<file path="src/rtl/ps2_pkg.sv">
// rtl/ps2_pkg.sv - shared types and constants for the PS/2 scancode controller
package ps2_pkg;

  typedef enum logic [1:0] {
    IDLE,
    DATA,
    PARITY,
    STOP
  } rx_state_t;

  localparam logic [7:0] PS2_BREAK  = 8'hF0;
  localparam logic [7:0] PS2_EXTEND = 8'hE0;

  // "release" is a reserved word, hence is_release.
  typedef struct packed {
    logic [7:0] code;
    logic       is_release;
  } ps2_event_t;

endpackage

</file>
<file path="src/rtl/ps2_event_fifo.sv">
// rtl/ps2_event_fifo.sv - synchronous key-event FIFO, DEPTH x 9 bits
module ps2_event_fifo
  import ps2_pkg::*;
#(
  parameter int DEPTH = 4
) (
  input  logic       clock,
  input  logic       reset,
  input  logic       push,
  input  ps2_event_t push_data,
  input  logic       pop,
  output logic       full,
  output logic       empty,
  output ps2_event_t head
);

  localparam int AW = $clog2(DEPTH);

  ps2_event_t    mem [DEPTH];
  logic [AW:0]   wr_ptr;
  logic [AW:0]   rd_ptr;
  logic          do_push;
  logic          do_pop;

  assign empty   = (wr_ptr == rd_ptr);
  assign full    = (wr_ptr[AW] != rd_ptr[AW]) && (wr_ptr[AW-1:0] == rd_ptr[AW-1:0]);
  assign do_pop  = pop & ~empty;
  // A simultaneous pop frees the slot being written when full.
  assign do_push = push & (~full | do_pop);
  assign head    = mem[rd_ptr[AW-1:0]];

  // Storage array, written at the tail.
  always_ff @(posedge clock) begin
    if (do_push) mem[wr_ptr[AW-1:0]] <= push_data;
  end

  // Read/write pointers with wrap bit for full/empty distinction.
  always_ff @(posedge clock or posedge reset) begin
    if (reset) begin
      wr_ptr <= '0;
      rd_ptr <= '0;
    end else begin
      if (do_push) wr_ptr <= wr_ptr + 1'b1;
      if (do_pop)  rd_ptr <= rd_ptr + 1'b1;
    end
  end

endmodule

</file>
<file path="src/rtl/ps2_scancode_controller.sv">
// rtl/ps2_scancode_controller.sv - PS/2 frame receiver, break decode and event queue (optional PS2_PARITY_CHECK_EN)
module ps2_scancode_controller
  import ps2_pkg::*;
#(
  parameter int FILTER_LEN     = 8,
  parameter int TIMEOUT_CYCLES = 50000,
  parameter int FIFO_DEPTH     = 4
) (
  input  logic       clock,
  input  logic       reset,
  input  logic       kb_clock,
  input  logic       kb_data,
  input  logic       ev_ready,
  output logic       ev_valid,
  output logic [7:0] ev_code,
  output logic       ev_release,
  output logic       frame_error,
  output logic       overflow,
  output logic       busy
);

  localparam int FW = $clog2(FILTER_LEN + 1);
  localparam int TW = $clog2(TIMEOUT_CYCLES + 1);

  logic [1:0]    clk_sync;
  logic [1:0]    dat_sync;
  logic          clk_filt;
  logic [FW-1:0] filt_cnt;
  logic          clk_diff;
  logic          filt_done;
  logic          kb_fall;
  logic          kb_bit;

  rx_state_t     state;
  rx_state_t     state_next;
  logic [2:0]    bit_cnt;
  logic [7:0]    shreg;
  logic [TW-1:0] tcnt;
  logic          timeout;
  logic          parity_ok;
  logic          stop_ok;
  logic          stop_bad;
  logic          rx_valid;

  logic          break_pending;
  logic          push;
  ps2_event_t    push_ev;
  ps2_event_t    head;
  logic          full;
  logic          empty;
  logic          pop;

  // Two-flop synchronizers, preset to the idle-high bus level.
  always_ff @(posedge clock or posedge reset) begin
    if (reset) begin
      clk_sync <= 2'b11;
      dat_sync <= 2'b11;
    end else begin
      clk_sync <= {clk_sync[0], kb_clock};
      dat_sync <= {dat_sync[0], kb_data};
    end
  end

  assign clk_diff  = (clk_sync[1] != clk_filt);
  assign filt_done = clk_diff && (filt_cnt == FW'(FILTER_LEN - 1));
  assign kb_fall   = filt_done && clk_filt;
  assign kb_bit    = dat_sync[1];

  // Glitch filter: kb_clock must hold a new level FILTER_LEN cycles before it is accepted.
  always_ff @(posedge clock or posedge reset) begin
    if (reset) begin
      clk_filt <= 1'b1;
      filt_cnt <= '0;
    end else if (!clk_diff) begin
      filt_cnt <= '0;
    end else if (filt_done) begin
      clk_filt <= clk_sync[1];
      filt_cnt <= '0;
    end else begin
      filt_cnt <= filt_cnt + 1'b1;
    end
  end

`ifdef PS2_PARITY_CHECK_EN
  logic par_bit;
  assign parity_ok = ^{shreg, par_bit};

  // Capture the parity bit for the odd-parity check at STOP.
  always_ff @(posedge clock or posedge reset) begin
    if (reset) par_bit <= 1'b0;
    else if (kb_fall && state == PARITY) par_bit <= kb_bit;
  end
`else
  assign parity_ok = 1'b1;
`endif

  assign timeout = (state != IDLE) && !kb_fall && (tcnt == TW'(TIMEOUT_CYCLES - 1));

  // Receive FSM state register.
  always_ff @(posedge clock or posedge reset) begin
    if (reset) state <= IDLE;
    else       state <= state_next;
  end

  // Next-state logic and end-of-frame verdict.
  always_comb begin
    state_next = state;
    stop_ok    = 1'b0;
    stop_bad   = 1'b0;
    if (timeout) begin
      state_next = IDLE;
    end else if (kb_fall) begin
      case (state)
        IDLE:    if (!kb_bit) state_next = DATA;
        DATA:    if (bit_cnt == 3'd7) state_next = PARITY;
        PARITY:  state_next = STOP;
        STOP: begin
          state_next = IDLE;
          if (kb_bit && parity_ok) stop_ok  = 1'b1;
          else                     stop_bad = 1'b1;
        end
        default: state_next = IDLE;
      endcase
    end
  end

  // Shift register, bit counter, inter-edge timeout and frame result pulses.
  always_ff @(posedge clock or posedge reset) begin
    if (reset) begin
      bit_cnt     <= '0;
      shreg       <= '0;
      tcnt        <= '0;
      rx_valid    <= 1'b0;
      frame_error <= 1'b0;
    end else begin
      rx_valid    <= stop_ok;
      frame_error <= stop_bad | timeout;
      if (state == IDLE || kb_fall) tcnt <= '0;
      else                          tcnt <= tcnt + 1'b1;
      if (state == IDLE) bit_cnt <= '0;
      if (kb_fall && state == DATA) begin
        shreg   <= {kb_bit, shreg[7:1]};
        bit_cnt <= bit_cnt + 1'b1;
      end
    end
  end

  // Byte decode: F0 arms a release, E0 is dropped, anything else becomes an event.
  always_ff @(posedge clock or posedge reset) begin
    if (reset) begin
      break_pending <= 1'b0;
      push          <= 1'b0;
      push_ev       <= '0;
    end else begin
      push <= 1'b0;
      if (rx_valid) begin
        if (shreg == PS2_BREAK) begin
          break_pending <= 1'b1;
        end else if (shreg != PS2_EXTEND) begin
          push          <= 1'b1;
          push_ev       <= '{code: shreg, is_release: break_pending};
          break_pending <= 1'b0;
        end
      end
    end
  end

  // Sticky overflow when an event arrives at a full FIFO with no pop.
  always_ff @(posedge clock or posedge reset) begin
    if (reset)                     overflow <= 1'b0;
    else if (push && full && !pop) overflow <= 1'b1;
  end

  ps2_event_fifo #(.DEPTH(FIFO_DEPTH)) u_fifo (
    .clock     (clock),
    .reset     (reset),
    .push      (push),
    .push_data (push_ev),
    .pop       (pop),
    .full      (full),
    .empty     (empty),
    .head      (head)
  );

  assign ev_valid   = ~empty;
  assign pop        = ev_valid & ev_ready;
  assign ev_code    = head.code;
  assign ev_release = head.is_release;
  assign busy       = (state != IDLE);

endmodule

</file>
<file path="config.mk">
export PLATFORM = sky130hd
export DESIGN_NAME = ps2_scancode_controller
export DESIGN_NICKNAME = d
export VERILOG_FILES = /design/src/rtl/ps2_pkg.sv /design/src/rtl/ps2_event_fifo.sv /design/src/rtl/ps2_scancode_controller.sv
export SDC_FILE = /design/constraint.sdc
export NUM_CORES = 1
export LEC_CHECK = 0
export CAP_MARGIN = 20
export CORE_ASPECT_RATIO = 1.4
export CORE_MARGIN = 3
export CORE_UTILIZATION = 49
export CTS_CLUSTER_DIAMETER = 40
export DETAILED_ROUTE_END_ITERATION = 10
export PLACE_DENSITY = 0.76
export SLEW_MARGIN = 20
export SYNTH_ARGS = -nofsm -noshare
export SYNTH_HDL_FRONTEND = slang
export SYNTH_SLANG_ARGS = --single-unit
</file>
<file path="constraint.sdc">
create_clock -name clock -period 2 [get_ports clock]
set_input_delay 0.3 -clock clock [delete_from_list [all_inputs] [get_ports clock]]
set_output_delay 0.3 -clock clock [all_outputs]
set_load 0.02 [all_outputs]
</file>
==> results, run 1 <==
- The core region is 7797 sq um.
- The number of CTS-inserted buffers is 9.
- The switching part of the total power is 25.49%.
- In this run the most used layer during global routing was met2.
- Measured along the y axis, the die boundary spans 112.3 um.
- The power spent charging and discharging nets is 973.6 uW.
- The share of layout cells above drive strength 1 is 21.67%.
- The number of ports placed on the die boundary is 18.
- The initial utilization of the core area, before any placement, comes to 50.72%.
- The total overflow reported by the global router is 0.
- The run finished with clean final reports.
- The final non-filler cell area is 4548 sq um.
- The final estimated routing congestion in global placement is 0.7597.
- The type of element capturing the critical path is a primary output.
- The tree is rooted in a sky130_fd_sc_hd__clkbuf_8.
- The initial antenna violation count was 0.
- In the routed layout, each cell is associated on average with a via count of 5.071.
- The slew at the pin closest to its max-slew limit is 0.4776 ns.
- IR analysis of the VDD net gives a maximum drop of 0.7322 mV.
- The count of flip-flops with a built-in enable after synthesis is 36.
- In this run the biggest area consumer among cell types represents 33.53% of the synthesized area.
- Summed over all nets, the half-perimeter wirelength after detailed placement is 4108 um.
- The CTS sink count is 94.
- The count of buffers added on input and output ports is 17.
- The number of optimization iterations in the first detailed-route pass is 4.
- The Yosys step of the flow raised 0 warnings.
- Counting distinct cell types in the post-synthesis netlist gives 41.
- The critical path is of the register to primary output type.
- The number of rows in the core area is 38.
- In this run the remaining antenna-violating nets after routing total 0.
- After detailed placement, the design holds a cell count of 406.
- Summed over all cells, the static leakage comes to 0.001909 uW.
- The met3 capacity usage during global routing is 3.130%.
- The final count of negative-setup-slack endpoints is 0.
- For met2 alone, demand over resource in global routing was 24.50%.
- The detailed router finished its first iteration with 68 violations.
- The DRC violation count after routing is 0.
- The synthesis-stage register bit count is 94.
- The die covers 9201 sq um.
- Data on the critical path arrives at its endpoint at 1.63 ns.
- At the later pin of the worst-skew pair, clock insertion delay measures 0.35 ns.
- The wire length per cell after detailed routing is 13.65 um.
- Power comes to 3820 uW.
- The data required time at the worst endpoint is 1.70 ns.
- Summing over every cut layer, the via total after detailed routing is 2145.
- Compared with the post-synthesis result, the final layout area differs by 15.00%.
- Setup repair after global routing left no endpoint under its margin.
- The number of buffers added to fix hold violations after cts is 0.
- The critical path's top delay family is buffers and inverters.
- In the final timing run, aggregate negative setup slack is 0 ns.
- The hold violation total from the final report is 0.
- The fraction of registers with async set or reset after synthesis is 61.70%.
- The cell at the slowest stage of the critical path is sky130_fd_sc_hd__dfrtp_1.
- The synthesized design spends more area on one cell type than any other, namely sky130_fd_sc_hd__dfrtp_1.
- The register area share after synthesis is 64.19%.
- The CTS H-tree depth is 3.
- The average instance in the mapped netlist occupies 13.88 sq um.
- The relative contribution of sequential cells to total power is 56.8%.
- The shortest clock period the worst path allows after layout is 1.928 ns.
- The number of global-route vias before repair is 2156.
- The critical path goes through buf_12 -> xnor2_2 -> nand3_1 -> dlygate4sd2_1.
- The clock tree from TritonCTS is yes.
- Internal power comes to 2846 uW.
- The layout net count is 337.
- Clock skew on the completed layout was measured at 0.009170 ns.
- The total routing usage reported by global routing is 14.28%.
- Of all nets on the critical path, the largest fanout is 11.
- The worst setup path is launched from a register.
- The buffer and inverter count on the worst path is 2.
- The most used flip-flop cell after synthesis is sky130_fd_sc_hd__dfrtp_1.
- The max-capacitance violation count is 0.
- Clock-pin slew was measured on the worst setup and hold paths at 0.09 ns.
- The path type of the worst min-delay path is input port to asynchronous set/reset pin.
- The maximum number of pins on one net before global-route repair is 59.
- Of the total power, combinational logic draws 10.3%.
- The first global-routing pass estimated 10020 um of wire.
- The worst path uses 96.42% of the clock period.
- In this run the tightest slew margin relative to its limit is 68.08%.
- The net count after synthesis is 304.
- Timing would allow up to 518.6 MHz.
- The total standard cell area after synthesis is 3955 sq um.
- For this design the ratio of total power to cell area is 839.9 nW/um^2.
- The peak per-stage delay on the critical path is 0.41 ns.
- The placed standard-cell area is 4364 sq um.
- The repair_antennas step left the layout with diodes totalling 0.
- The clock network accounts for 32.9% of the total power.
- In this run the horizontal extent of the chip is 81.93 um.
- The max-slew violation total from the final report was 0.
- The met1 usage in global routing is 16.79%.
- The clock passes through at most 2 buffers.
- The finished layout holds 423 standard cells, fillers aside.
- The wire length reported by the detailed router is 5772 um.
- By area the synthesized netlist is led by sky130_fd_sc_hd__dfrtp_1, sky130_fd_sc_hd__edfxtp_1, sky130_fd_sc_hd__mux4_2.
- The gate count of the mapped netlist is 285.
[per-stage QoR]
stage	util (%)	worst slack, ns	hold slack, ns
6_report	58.33	0.07162	0.3104
5_1_grt	58.33	0.001042	0.3338
4_1_cts	58.92	-0.003636	0.3146
3_5_place_dp	55.97	0.04055	0.3482
3_3_place_gp	55.97	0.1103	0.3457
2_1_floorplan	-	0.2803	0.3045
[worst reg2reg max path, stage by stage, from the launching register on]
cell and delay, ns:
sky130_fd_sc_hd__dfrtp_1 0.39, sky130_fd_sc_hd__ha_1 0.24, sky130_fd_sc_hd__nand3b_1 0.13, sky130_fd_sc_hd__nor2_1 0.22, sky130_fd_sc_hd__nand2_1 0.34, sky130_fd_sc_hd__mux2_2 0.38
[timing repair]
action                                  CTS  global route
gates resized for setup                  32            10
endpoints found under the setup margin   11            11
buffers inserted                          0             1
[routing by layer]
metal	share of wire [%]	wire length (um)	vias up
met3	2.6	148	6
li1	-	-	1066
met2	54	3136	27
met4	1.5	86	0
met5	0	0	-
met1	42	2401	1046
[layout make-up]
cell class	count	area [sq um]
repair buffers	28	280.3
flip-flops and latches	94	2540
well taps	100	125.1
fillers	627	3249
clock buffers	9	123.9
clock inverters	7	81.33
inverters	12	45.04
multi-input cells	173	1353
[logic make-up (layout without fill, tap and decap cells)]
logic type      Yosys count  count (layout)  synth area share (%)
simple gates             98              98                 12.15
flops                    94              94                 64.19
xor+xnor                 23              23                 5.093
mux                      21              21                 8.478
buf+inv                  18              56                 2.056
compound gates           17              17                 3.607
fa+ha+maj                14              14                 4.429
[power groups by stage]
stage               clock, uW  sequential, uW  combinational (uW)
floorplan                   0            2190                 301
global placement            0            2200                 393
detailed placement          0            2210                 406
CTS                      1290            2170                 401
global route             1380            2180                 469
finish                   1260            2170                 395
[cells in the final DEF, fill, tap and decap left out, types with 4 or more instances in the layout]
master and instances:
sky130_fd_sc_hd__inv_1 11, sky130_fd_sc_hd__buf_2 9, sky130_fd_sc_hd__clkbuf_8 9, sky130_fd_sc_hd__buf_4 5, sky130_fd_sc_hd__nor2_1 26, sky130_fd_sc_hd__nand4_1 7
sky130_fd_sc_hd__edfxtp_1 36, sky130_fd_sc_hd__mux4_2 9, sky130_fd_sc_hd__buf_12 6, sky130_fd_sc_hd__and2_1 5, sky130_fd_sc_hd__xnor2_1 8, sky130_fd_sc_hd__clkdlybuf4s50_1 6
sky130_fd_sc_hd__nor3_1 4, sky130_fd_sc_hd__nand2_1 33, sky130_fd_sc_hd__nand3_1 7, sky130_fd_sc_hd__mux2_2 10, sky130_fd_sc_hd__ha_1 13, sky130_fd_sc_hd__dfrtp_1 52
sky130_fd_sc_hd__xor2_1 13, sky130_fd_sc_hd__a21oi_1 5, sky130_fd_sc_hd__dfstp_2 5, sky130_fd_sc_hd__nor2b_1 4
[registers in the layout (all words and copies together) (netlist names)]
register / cells
filt_cnt: 4
u_fifo.rd_ptr: 3
push: 1
bit_cnt: 3
clk_sync: 2
state: 2
u_fifo.wr_ptr: 3
clk_filt: 1
shreg: 8
dat_sync: 2
push_ev: 9
tcnt: 16
overflow: 1
frame_error: 1
rx_valid: 1
break_pending: 1
u_fifo.mem: 36
[synthesized netlist by cell type, types with 3 or more instances]
cell	number
sky130_fd_sc_hd__nand2_1	33
sky130_fd_sc_hd__dfrtp_1	53
sky130_fd_sc_hd__inv_1	12
sky130_fd_sc_hd__nand4_1	7
sky130_fd_sc_hd__xor2_1	13
sky130_fd_sc_hd__mux4_2	9
sky130_fd_sc_hd__edfxtp_1	36
sky130_fd_sc_hd__mux2_2	10
sky130_fd_sc_hd__nor2b_1	4
sky130_fd_sc_hd__a21oi_1	5
sky130_fd_sc_hd__ha_1	14
sky130_fd_sc_hd__xnor2_1	10
sky130_fd_sc_hd__dfstp_2	5
sky130_fd_sc_hd__and4_1	3
sky130_fd_sc_hd__nor2_1	26
sky130_fd_sc_hd__nor3_1	4
sky130_fd_sc_hd__and2_1	5
sky130_fd_sc_hd__nand3_1	7
[final timing paths]
kind | start | to | slack, ns | cells after the start
max in group asynchronous | reset | clk_sync[0] | 1.38 | 3
hold reg to reg | dat_sync[0] | dat_sync[1] | 0.36 | 0
min in group clock | kb_clock | clk_sync[0] | 0.35 | 1
setup reg to reg | filt_cnt[0] | shreg[7] | 0.20 | 5
setup / recovery | u_fifo.rd_ptr[0] | ev_valid | 0.07 | 4
hold / removal | reset | overflow | 0.31 | 3
No activity file was read; power rests on OpenSTA's default activity.
==> inputs of run 2 (changes only) <==
CORE_MARGIN = 8   (was 3)
==> results, run 2 (synthesized netlist as in run 1, its figures left out) <==
- TritonCTS built the clock tree.
- The CTS H-tree depth is 3.
- No sink is reached through more buffers than the 2 on the longest clock path.
- The library cells used most frequently in the layout, excluding fill and tap cells, are sky130_fd_sc_hd__dfrtp_1, sky130_fd_sc_hd__edfxtp_1, sky130_fd_sc_hd__nand2_1.
- After global routing the overflow that remains totals 0.
- The data required time at the worst endpoint is 1.70 ns.
- In this run the worst hold path is classified as input port to asynchronous set/reset pin.
- The endpoint arrival time on the critical path is 1.60 ns.
- The max-slew violation total from the final report is 0.
- Counting the fill cells in the layout gives 619.
- The shortest clock period the worst path allows after layout is 1.896 ns.
- The slowest stage of the critical path belongs to the cell sky130_fd_sc_hd__dfrtp_1.
- Setup slack closes at 0.1045 ns.
- Setup repair after global routing left no endpoint under its margin.
- The ratio of final minimum period to clock period is 94.78%.
- The initial core utilization is 49.42%.
- The number of flip-flops under the largest register name is 36.
- Max-cap violations in this run came to 0.
- The clock latency of the later-clocked register in the worst-skew pair is 0.34 ns.
- For this design the ratio of total power to cell area is 923.8 nW/um^2.
- The critical path class is register to primary output.
- Walking the worst path, the cells encountered are buf_12 -> xnor2_2 -> nand3_1 -> dlygate4sd2_1.
- The worst setup path is launched from a register.
- Entering global routing, the biggest net connects 19 pins.
- The root buffer cell is sky130_fd_sc_hd__clkbuf_16.
- In this run the post-CTS setup repair buffer count came out at 0.
- The hold violation total from the final report is 0.
- For this design the top-level I/O count stands at 18.
- The vias after detailed routing is 2220.
- Setup violations remaining at the end of the flow were counted as 0.
- The wire length of the first global-routing pass is 10810 um.
- Measured along the y axis, the die boundary spans 122.3 um.
- In this run the core area contains 39 standard-cell rows.
- The initial antenna violation count was 0.
- The run finished with clean final reports.
- The count of port buffers added during placement is 17.
- At the placement stage, the worst setup path has a slack of 0.1149 ns.
- Summed over all layers, the routed wires come to 6314 um.
- The worst slew margin relative to its limit is 74.01%.
- The DRC violation count after routing is 0.
- The critical path's top delay family is buffers and inverters.
- Buffers inserted during clock tree synthesis total 9.
- After the first detailed-routing iteration, the DRC count stood at 80.
- The number of vias per cell after detailed routing is 5.211.
- Clock tree synthesis found a total of 94 sinks.
- Of all nets on the critical path, the largest fanout is 12.
- The leading cell type in the layout, fill and taps excluded is sky130_fd_sc_hd__dfrtp_1.
- The worst setup path is captured at a primary output.
- The final estimated routing congestion in global placement is 0.7522.
- After detailed routing, the average wire length per cell comes to 14.82 um.
- The total inserted antenna cells is 0.
- Clock-pin slew was measured on the worst setup and hold paths at 0.07 ns.
- The peak per-stage delay on the critical path is 0.40 ns.
- The number of buffers and inverters on the critical path is 2.
- The total leakage power is 0.001962 uW.
- In this run the remaining antenna-violating nets after routing total 0.
- The first detailed-routing pass ran for 6 iterations.
- Derived from the worst setup path, the maximum achievable clock frequency is 527.6 MHz.
- The overall power is 4280 uW.
- For the pin with the worst max-slew slack, the measured transition is 0.3869 ns.
- The sum of negative setup slack is 0 ns.
- The clock arrives with 0.005307 ns of skew.
- The region available for standard cell placement spans 8003 sq um.
- The total routing usage reported by global routing is 12.16%.
- In the final layout, the share of cells above drive strength 1 is 21.60%.
- Measured along the x axis, the die boundary spans 91.93 um.
- Relative to the synthesized area, the layout overhead comes to 17.15%.
- The layout net count is 338.
- Detailed placement ended at an HPWL of 4487 um.
- The worst-case IR drop observed on VDD is 0.9198 mV.
- The number of global-route vias before repair is 2356.
- The die outline area is 11240 sq um.
run 2: final cells by class:
class / instances / area [sq um] / area share [%]
flip-flops and latches: 94 / 2539 / 54.79
multi-input cells: 173 / 1353 / 29.19
repair buffers: 29 / 262.8 / 5.671
clock buffers: 9 / 225.2 / 4.861
well taps: 102 / 127.6 / 2.755
clock inverters: 7 / 81.33 / 1.755
inverters: 12 / 45.04 / 0.9722
run 2: worst paths after layout:
kind | start | end | slack, ns | cells after the start
worst min register to register | clk_sync[0] | clk_sync[1] | 0.36 | 0
max in group asynchronous | reset | dat_sync[0] | 1.19 | 3
worst max-delay path | u_fifo.rd_ptr[0] | ev_valid | 0.10 | 4
worst min-delay path | reset | push_ev[7] | 0.24 | 2
worst max register to register | u_fifo.rd_ptr[0] | u_fifo.mem[3][5] | 0.27 | 5
min in group clock | clk_sync[0] | clk_sync[1] | 0.36 | 0
run 2: routing by layer:
layer	part of all wire (%)	track usage, %	vias up	wire [um]
met5	0	0	-	0
met4	2.0	5.359	0	125
met3	3.2	3.060	11	200
met2	55	22.42	34	3478
met1	40	12.74	1094	2511
li1	-	-	1081	-
run 2: report_power, final:
part | leakage (uW) | switching [uW] | total (uW) | internal (uW)
Sequential | 0.00109 | 81.2 | 2170 | 2090
Combinational | 0.000727 | 232 | 399 | 168
Clock | 0.000140 | 728 | 1710 | 983
run 2: timing repair:
action                                 in CTS  in global routing
hold buffers                                0                  0
endpoints found under the hold margin       0                  0
setup endpoints to repair                  11                 11
gates resized for setup                    21                 11
run 2: stage by stage:
step	util (%)	hold slack (ns)	cells	cell area, sq um
floorplan	-	0.3045	285	3955
global placement	54.44	0.3456	410	4357
detailed placement	54.44	0.3479	410	4357
CTS	58.33	0.2394	426	4668
global route	57.90	0.2699	426	4633
finish	57.90	0.2393	426	4633
